<file path="src/rtl/lfsr_rand_pkg.sv">
// Shared types and helpers for the bounded LFSR random source.
// No timing or flow control of its own; consumed by lfsr_core and lfsr_rand_range.
package lfsr_rand_pkg;

  localparam int          LFSR_MAX_W = 64;
  localparam logic [31:0] TAPS_DEF   = 32'h0000_00AF;
  localparam logic [31:0] SEED_DEF   = 32'h0000_012C;

  typedef enum logic {
    IDLE   = 1'b0,
    REDUCE = 1'b1
  } state_t;

  // Galois step on the low 'width' bits; bits at or above 'width' come back zero.
  function automatic logic [LFSR_MAX_W-1:0] galois_next(
    input logic [LFSR_MAX_W-1:0] value,
    input logic [LFSR_MAX_W-1:0] taps,
    input int                    width
  );
    logic                  msb;
    logic [LFSR_MAX_W-1:0] nxt;
    msb = 1'b0;
    nxt = '0;
    for (int k = 0; k < LFSR_MAX_W; k++) begin
      if (k == width - 1) msb = value[k];
    end
    nxt[0] = taps[0] & msb;
    for (int k = 1; k < LFSR_MAX_W; k++) begin
      if (k < width) nxt[k] = value[k-1] ^ (taps[k] & msb);
    end
    return nxt;
  endfunction

endpackage

</file>
<file path="src/rtl/lfsr_core.sv">
// Galois LFSR register with seed load (zero seed replaced by SEED) and enable.
// Latency: new value visible the cycle after en/seed_load; never stalls.
module lfsr_core
  import lfsr_rand_pkg::*;
#(
  parameter int                LFSR_W = 32,
  parameter logic [LFSR_W-1:0] TAPS   = LFSR_W'(TAPS_DEF),
  parameter logic [LFSR_W-1:0] SEED   = LFSR_W'(SEED_DEF)
) (
  input  logic              clk,
  input  logic              rst,
  input  logic              en,
  input  logic              seed_load,
  input  logic [LFSR_W-1:0] seed,
  output logic [LFSR_W-1:0] lfsr
);

  logic [LFSR_MAX_W-1:0] step_wide;
  logic [LFSR_W-1:0]     step;

  assign step_wide = galois_next(LFSR_MAX_W'(lfsr), LFSR_MAX_W'(TAPS), LFSR_W);
  assign step      = step_wide[LFSR_W-1:0];

  generate
    if (LFSR_W < LFSR_MAX_W) begin : g_hi
      logic unused_step_hi;
      assign unused_step_hi = ^step_wide[LFSR_MAX_W-1:LFSR_W];
    end
  endgenerate

  // A zero seed would lock the register at zero forever, so it is swapped for SEED.
  always_ff @(posedge clk) begin
    if (rst) begin
      lfsr <= SEED;
    end else if (seed_load) begin
      lfsr <= (seed == '0) ? SEED : seed;
    end else if (en) begin
      lfsr <= step;
    end
  end

endmodule

</file>
<file path="src/rtl/lfsr_rand_range.sv">
// Bounded random sample: LFSR snapshot reduced into [0, range-1] by repeated subtraction.
// Latency: floor(raw/range)+2 cycles from req; req ignored while busy, nothing queued.
module lfsr_rand_range
  import lfsr_rand_pkg::*;
#(
  parameter int                LFSR_W = 32,
  parameter logic [LFSR_W-1:0] TAPS   = LFSR_W'(TAPS_DEF),
  parameter logic [LFSR_W-1:0] SEED   = LFSR_W'(SEED_DEF),
  parameter int                OUT_W  = 7
) (
  input  logic              clk,
  input  logic              rst,
  input  logic              en,
  input  logic              seed_load,
  input  logic [LFSR_W-1:0] seed,
  input  logic              req,
  input  logic [OUT_W-1:0]  range,
  output logic [OUT_W-1:0]  rand_out,
  output logic              rand_valid,
  output logic              busy
);

  logic [LFSR_W-1:0] lfsr;
  state_t            state, state_nxt;
  logic [OUT_W-1:0]  work, work_nxt;
  logic [OUT_W-1:0]  rng, rng_nxt;
  logic [OUT_W-1:0]  out_nxt;
  logic              valid_nxt;
  logic              busy_nxt;

  lfsr_core #(
    .LFSR_W (LFSR_W),
    .TAPS   (TAPS),
    .SEED   (SEED)
  ) u_core (
    .clk       (clk),
    .rst       (rst),
    .en        (en),
    .seed_load (seed_load),
    .seed      (seed),
    .lfsr      (lfsr)
  );

  generate
    if (LFSR_W > OUT_W) begin : g_hi
      logic unused_lfsr_hi;
      assign unused_lfsr_hi = ^lfsr[LFSR_W-1:OUT_W];
    end
  endgenerate

  always_comb begin
    state_nxt = state;
    work_nxt  = work;
    rng_nxt   = rng;
    out_nxt   = rand_out;
    valid_nxt = 1'b0;
    unique case (state)
      IDLE: begin
        // busy is still high in the rand_valid cycle, which blocks back-to-back accepts
        if (req && !busy) begin
          work_nxt  = lfsr[OUT_W-1:0];
          rng_nxt   = range;
          state_nxt = REDUCE;
        end
      end
      REDUCE: begin
        if ((rng != '0) && (work >= rng)) begin
          work_nxt = work - rng;
        end else begin
          out_nxt   = work;
          valid_nxt = 1'b1;
          state_nxt = IDLE;
        end
      end
      default: state_nxt = IDLE;
    endcase
  end

  // Covers accept cycle through the cycle that raises rand_valid.
  assign busy_nxt = (state == REDUCE) || (state_nxt == REDUCE);

  always_ff @(posedge clk) begin
    if (rst) begin
      state      <= IDLE;
      work       <= '0;
      rng        <= '0;
      rand_out   <= '0;
      rand_valid <= 1'b0;
      busy       <= 1'b0;
    end else begin
      state      <= state_nxt;
      work       <= work_nxt;
      rng        <= rng_nxt;
      rand_out   <= out_nxt;
      rand_valid <= valid_nxt;
      busy       <= busy_nxt;
    end
  end

endmodule

</file>
<file path="config.mk">
export PLATFORM = sky130hd
export DESIGN_NAME = lfsr_rand_range
export DESIGN_NICKNAME = d
export VERILOG_FILES = /design/src/rtl/lfsr_rand_pkg.sv /design/src/rtl/lfsr_core.sv /design/src/rtl/lfsr_rand_range.sv
export SDC_FILE = /design/constraint.sdc
export NUM_CORES = 1
export LEC_CHECK = 0
export CORE_MARGIN = 5
export CORE_UTILIZATION = 60
export DETAILED_ROUTE_END_ITERATION = 16
export DONT_BUFFER_PORTS = 1
export GPL_TIMING_DRIVEN = 0
export PLACE_DENSITY_LB_ADDON = 0.1
export SLEW_MARGIN = 25
export SYNTH_ARGS = -nofsm -noshare
export SYNTH_HDL_FRONTEND = slang
export SYNTH_HIERARCHICAL = 1
export SYNTH_SLANG_ARGS = --single-unit
export TNS_END_PERCENT = 5
</file>
<file path="constraint.sdc">
create_clock -name clk -period 2.3 [get_ports clk]
set_input_delay 0 -clock clk [delete_from_list [all_inputs] [get_ports clk]]
set_output_delay 0 -clock clk [all_outputs]
set_load 0.02 [all_outputs]
</file>
# Yosys cells after proc, flatten, opt, wreduce, memory -nomap -nowiden
# Cells that the tools add are included.
[totals]
in_bits = 44
elab_cells = 39
out_inout_bits = 9
register_bits = 56
[op_classes]
eq_ne = 2
muxes = 10
n_bitwise = 7
addsub = 1
reduce_logical = 11
n_lt_le_gt_ge = 1
[op_table]
columns = ["cell", "count"]
rows = [
  ["$mux 32", 3],
  ["$logic_not 32->1", 1],
  ["$mux 7", 2],
  ["$pmux 7 s2", 1],
  ["$ge 7x7->1", 1],
  ["$reduce_bool 7->1", 1],
  ["$sub 7x7->7", 1],
  ["$reduce_and 2->1", 3],
  ["$xor 1x1->1", 5],
  ["$mux 1", 3],
  ["$logic_and 1x1->1", 2],
  ["$ne 2x1->1 const B", 1],
  ["$ne 2x2->1 const B", 1],
  ["$not 1->1", 2],
  ["$pmux 1 s2", 1],
  ["$reduce_bool 2->1", 1],
  ["$reduce_or 2->1", 1],
  ["$logic_not 1->1", 1],
  ["$logic_or 1x1->1", 1],
]

# Depth between registers and ports, before layout
[depth]
depth_word = 5
ltp_mapped = 8
ltp_nobuf = 8

# Cells and area by module
# The synthesis kept the hierarchy.
[by_module_without_submodules]
columns = ["mod", "n_inst", "area_per_inst_um2", "seq_area_each_um2", "cells_per_inst"]
rows = [
  ["lfsr_core", 1, 1577.8, 640.6, 193],
  ["lfsr_rand_range", 1, 1335.0, 480.5, 162],
]

# Worst setup path after synthesis
# No wires, ideal clock.
[synth_timing]
path_type = "flip-flop to flip-flop"
start = "register rng[5]"
end = "register work[5]"
t_arrival_ns = 1.849
period_less_slack_ns = 1.981
setup_time_ns = 0.132
n_path_buf = 0
path_stages_with_launch = 8
setup_slack_ns = 0.319
t_required_ns = 2.168
path_cell_list = "dfxtp_1 > inv_1 > ha_1 > and4_1 > o21ai_0 > o211ai_1 > a21o_1 > a311oi_1"
[synth_between]
elab_chain_len = 4
elab_cells_between_ends = 8
cone_classes = "1 x add/sub; 1 x order compare; 1 x eq/ne; 2 x mux; 3 x reduce/logical"
[synth_rtl]
columns = ["item", "line_no", "text"]
rows = [
  ["start, declared", "lfsr_rand_range.sv:26", "logic [OUT_W-1:0] rng, rng_nxt;"],
  ["start signal, assigned", "lfsr_rand_range.sv:93", "rng <= rng_nxt;"],
  ["$ge 7x7->1 / $reduce_bool 7->1 (equally long branches)", "lfsr_rand_range.sv:67", "if ((rng != '0) && (work >= rng)) begin"],
  ["$logic_and 1x1->1", "lfsr_rand_range.sv:67", ""],
  ["$ne 2x1->1 (no source line)", "-", ""],
  ["$reduce_and 2->1 (no source line)", "-", ""],
  ["end signal, assigned", "lfsr_rand_range.sv:92", "work <= work_nxt;"],
  ["end, declared", "lfsr_rand_range.sv:25", "logic [OUT_W-1:0] work, work_nxt;"],
]
# Parallel ways exist; a longest one is shown, timed or not. The select of a mux whose other input is x is not followed.
# A chain may end at the register's enable or synchronous reset.

# Worst setup path after layout
[layout_timing]
start = "register rng[4]"
end = "register work[1]"
[layout_between]
elab_chain_len = 4
elab_cells_between_ends = 5
cone_classes = "1 x order compare; 1 x eq/ne; 3 x reduce/logical"
[layout_rtl]
columns = ["item", "line_no"]
rows = [
  ["$ge 7x7->1 / $reduce_bool 7->1 (equally long branches)", "lfsr_rand_range.sv:67"],
  ["$logic_and 1x1->1 *", "lfsr_rand_range.sv:67"],
  ["$ne 2x1->1 (no source line) *", "-"],
  ["$reduce_and 2->1 (no source line) *", "-"],
]
# Every way passes the cells marked *; elsewhere a longest branch is shown, timed or not.

==> impl_metrics.env <==
export IMPL_status="finished clean"
export IMPL_via_count=2751
export IMPL_rsz0062_at_grt="false"
export IMPL_cts_buffers=5
export IMPL_synth_top_family_by_area="compound AO/OA/AOI/OAI gates"
export IMPL_crit_path_cell_trace="inv_1 > ha_1 > a211o_1 > o211ai_1 > o211ai_1 > buf_4 > buf_4 > a211oi_1 > a211oi_1"
export IMPL_ys_types=42
export IMPL_clk_latency_ns=0.31
export IMPL_cp_required_ns=2.48
export IMPL_finClkSkew_ns=0.0115
export IMPL_yosys_warnings=6
export IMPL_grt_pass1_vias=2847
export IMPL_slew_viol_final=0
export IMPL_cts_max_path_buffers=2
export IMPL_wl_mm=8.00
export IMPL_vdd_drop_max_mv=0.499
export IMPL_clk_pin_slew_worst_paths_ns=0.11
export IMPL_startpoint_type="register"
export IMPL_clkSinkCount=56
export IMPL_diodes=0
export IMPL_yosys_area_share_adder_pct=3.69
export IMPL_drcViolationCount=0
export IMPL_ant_nets=0
export IMPL_grt_pass1_wl_mm=13.1
export IMPL_maxCapViolations=0
export IMPL_total_power_mw=3.08
export IMPL_fp_dieW_um=79.7
export IMPL_criticalPathCategory="reg -> reg"
export IMPL_start_util_pct=61.7
export IMPL_slew_headroom_pct=61.8
export IMPL_die_h_um=79.7
export IMPL_drive_above_1_share_pct=7.62
export IMPL_rows=25
export IMPL_finalNetCount=458
export IMPL_startpoint="rng[4]"
export IMPL_arrival_ns=2.37
export IMPL_core_area_sq_um=4720
export IMPL_area_sequential_sq_um=1120
export IMPL_synth_net_count=407
export IMPL_boundaryPins=53
export IMPL_yosysSeqAreaShare_pct=38.5
export IMPL_synth_xor_area_share_pct=1.50
export IMPL_min_from="seed[24]"
export IMPL_slowest_stage="dfxtp_2"
export IMPL_cts_tree="done"
export IMPL_synth_cells=355
export IMPL_grt_max_degree=19
export IMPL_reg2reg_from="rng[4]"
export IMPL_place_congestion=0.871
export IMPL_io_buffer_count=0
export IMPL_dp_hpwl_mm=5.39
export IMPL_finalSetupViolCount=0
export IMPL_holdWs_ns=0.0209
export IMPL_synth_async_reset_ratio_pct=0
export IMPL_fmax_mhz=457
export IMPL_area_growth_synth_to_final_pct=23.0
export IMPL_drtPass1Iterations=4
export IMPL_multi_input_area_sq_um=1660
export IMPL_cp_max_fo=5
export IMPL_cp_end_kind="register"
export IMPL_crit_path_max_incr_delay_ns=0.38
export IMPL_synth_compound_area_share_pct=21.9
export IMPL_min_path_type="in -> reg"
export IMPL_period_needed_ns=2.19
export IMPL_power_leakage_nw=1.39
export IMPL_avgSynthCellArea_sq_um=8.21
export IMPL_p_per_area_nw_per_um2=860
export IMPL_ys_ff_latch=56
export IMPL_syn_area_sq_um=2910
export IMPL_via_per_inst=5.80
export IMPL_finalCritPeriodShare_pct=95.1
export IMPL_tightestPinTransition_ns=0.568
export IMPL_hold_violations=0
export IMPL_synth_simple_area_share_pct=20.1
export IMPL_antenna_found_initial=0
export IMPL_synth_top_flop_cell="dfxtp_1"
export IMPL_synth_edff_count=0
export IMPL_cts_htree_levels=2
export IMPL_avgRoutedWirePerCell_um=16.9
export IMPL_overflow=0
export IMPL_drt_initial_drc_count=150
export IMPL_synth_mux_area_share_pct=9.28
export IMPL_root_buffer="clkbuf_8"
export IMPL_fillers=346
export IMPL_grtUsageTotal_pct=26.4
export IMPL_die_area_sq_um=6350
-- cell usage in the layout, fill, tap and decap left out, types with 6 or more instances in the layout --
| cell type | n |
|---|---|
| o211ai_1 | 10 |
| ha_1 | 7 |
| a21oi_1 | 56 |
| inv_1 | 11 |
| a211oi_1 | 16 |
| clkbuf_1 | 10 |
| nor3b_1 | 6 |
| dfxtp_1 | 55 |
| nor2_1 | 68 |
| nand2_1 | 18 |
| nand3_1 | 8 |
| nor4_1 | 8 |
| mux2i_1 | 27 |
| buf_4 | 7 |
| dlygate4sd3_1 | 40 |
-- where the power goes --
part	internal [mW]	total, mW	switching, mW
sequential	1.08	1.20	0.123
clock	0.438	0.764	0.325
combinational	0.481	1.11	0.633
total	2.00	3.08	1.08
-- logic make-up (layout without fill, tap and decap cells) --
logic type | Yosys count | in the layout
flip-flops | 56 | 56
AND/OR/NAND/NOR | 123 | 123
XOR/XNOR | 5 | 5
AO/OA/AOI/OAI | 102 | 102
buffers and inverters | 34 | 86
multiplexers | 27 | 27
adder cells (fa/ha/maj) | 8 | 8
-- routing by layer --
metal / track usage [%] / wire length (um) / share of wire (%)
met1: 28.0 / 3180 / 40
met5: 0 / 0 / 0
met4: 11.0 / 174 / 2.2
met3: 5.19 / 382 / 4.8
met2: 50.1 / 4260 / 53
-- metrics by stage --
step | std cells | area (sq um) | TNS (ns) | setup WS [ns] | util [%]
6_report | 474 | 3580 | 0 | 0.112 | 75.9
5_1_grt | 474 | 3580 | 0 | 0.00256 | 75.9
4_1_cts | 473 | 3560 | 0 | 0.0774 | 75.3
3_5_place_dp | 422 | 3000 | -0.258 | -0.0440 | 63.4
3_3_place_gp | 422 | 3000 | -0.232 | -0.0395 | 63.4
2_1_floorplan | 355 | 2910 | 0 | 0.319 | -
-- synth_stat cells, types with 2 or more instances --
cell	n	area share [%]
buf_2	5	0.86
nor2b_1	3	0.64
buf_1	4	0.52
a21oi_1	56	9.6
nand2_1	18	2.3
nand4_1	2	0.43
o21a_1	2	0.52
buf_4	3	0.77
xor2_1	3	0.90
nor2_1	68	8.8
ha_1	7	3.0
nor3b_1	6	1.5
o31a_1	2	0.60
xnor2_1	2	0.60
and3_1	2	0.43
nor4_1	8	1.7
a211oi_1	18	4.6
inv_1	11	1.4
o21ai_0	4	0.69
a221o_1	3	1.0
clkbuf_1	10	1.3
nand3_1	8	1.4
dfxtp_1	56	38
o211ai_1	10	2.6
mux2i_1	27	9.3
-- final cells by class --
class                      count  area share, %
inverter                      12           1.26
clock inverter                 3           1.92
buffer                        22           2.79
timing repair buffer          44           12.0
multi-input combinational    265           46.4
sequential                    56           31.3
clock buffer                   5           1.92
tap                           67           2.34
-- timing repair --
| item | in CTS | in global routing |
|---|---|---|
| hold buffers | 40 | 0 |
| resized for setup | 0 | 5 |
| setup buffers | 3 | 1 |
| endpoints found under the hold margin | 43 | 0 |
| pin swaps | 1 | 2 |
| setup endpoints to repair | 7 | 16 |
-- sequential cells by signal, summed over array words and instances (netlist names) --
name / flops
busy: 1
rand_out: 7
rand_valid: 1
rng: 7
state: 1
u_core/lfsr: 32
work: 7
-- worst paths after layout --
kind / end / slack, ns / depth (start not counted)
worst min-delay path: u_core/lfsr[2] / 0.02 / 4
worst min register to register: rng[2] / 0.48 / 2
worst max-delay path: work[1] / 0.11 / 9
worst max register to register: work[1] / 0.11 / 9
-- worst max-delay path, delay by kind of cell, from the launching register on --
family	cells	cell delay, ns
flops	1	0.38
fa+ha+maj	1	0.32
compound gates	5	0.98
buf+inv	3	0.38
Note: power is estimated with default switching activity, not from simulation.
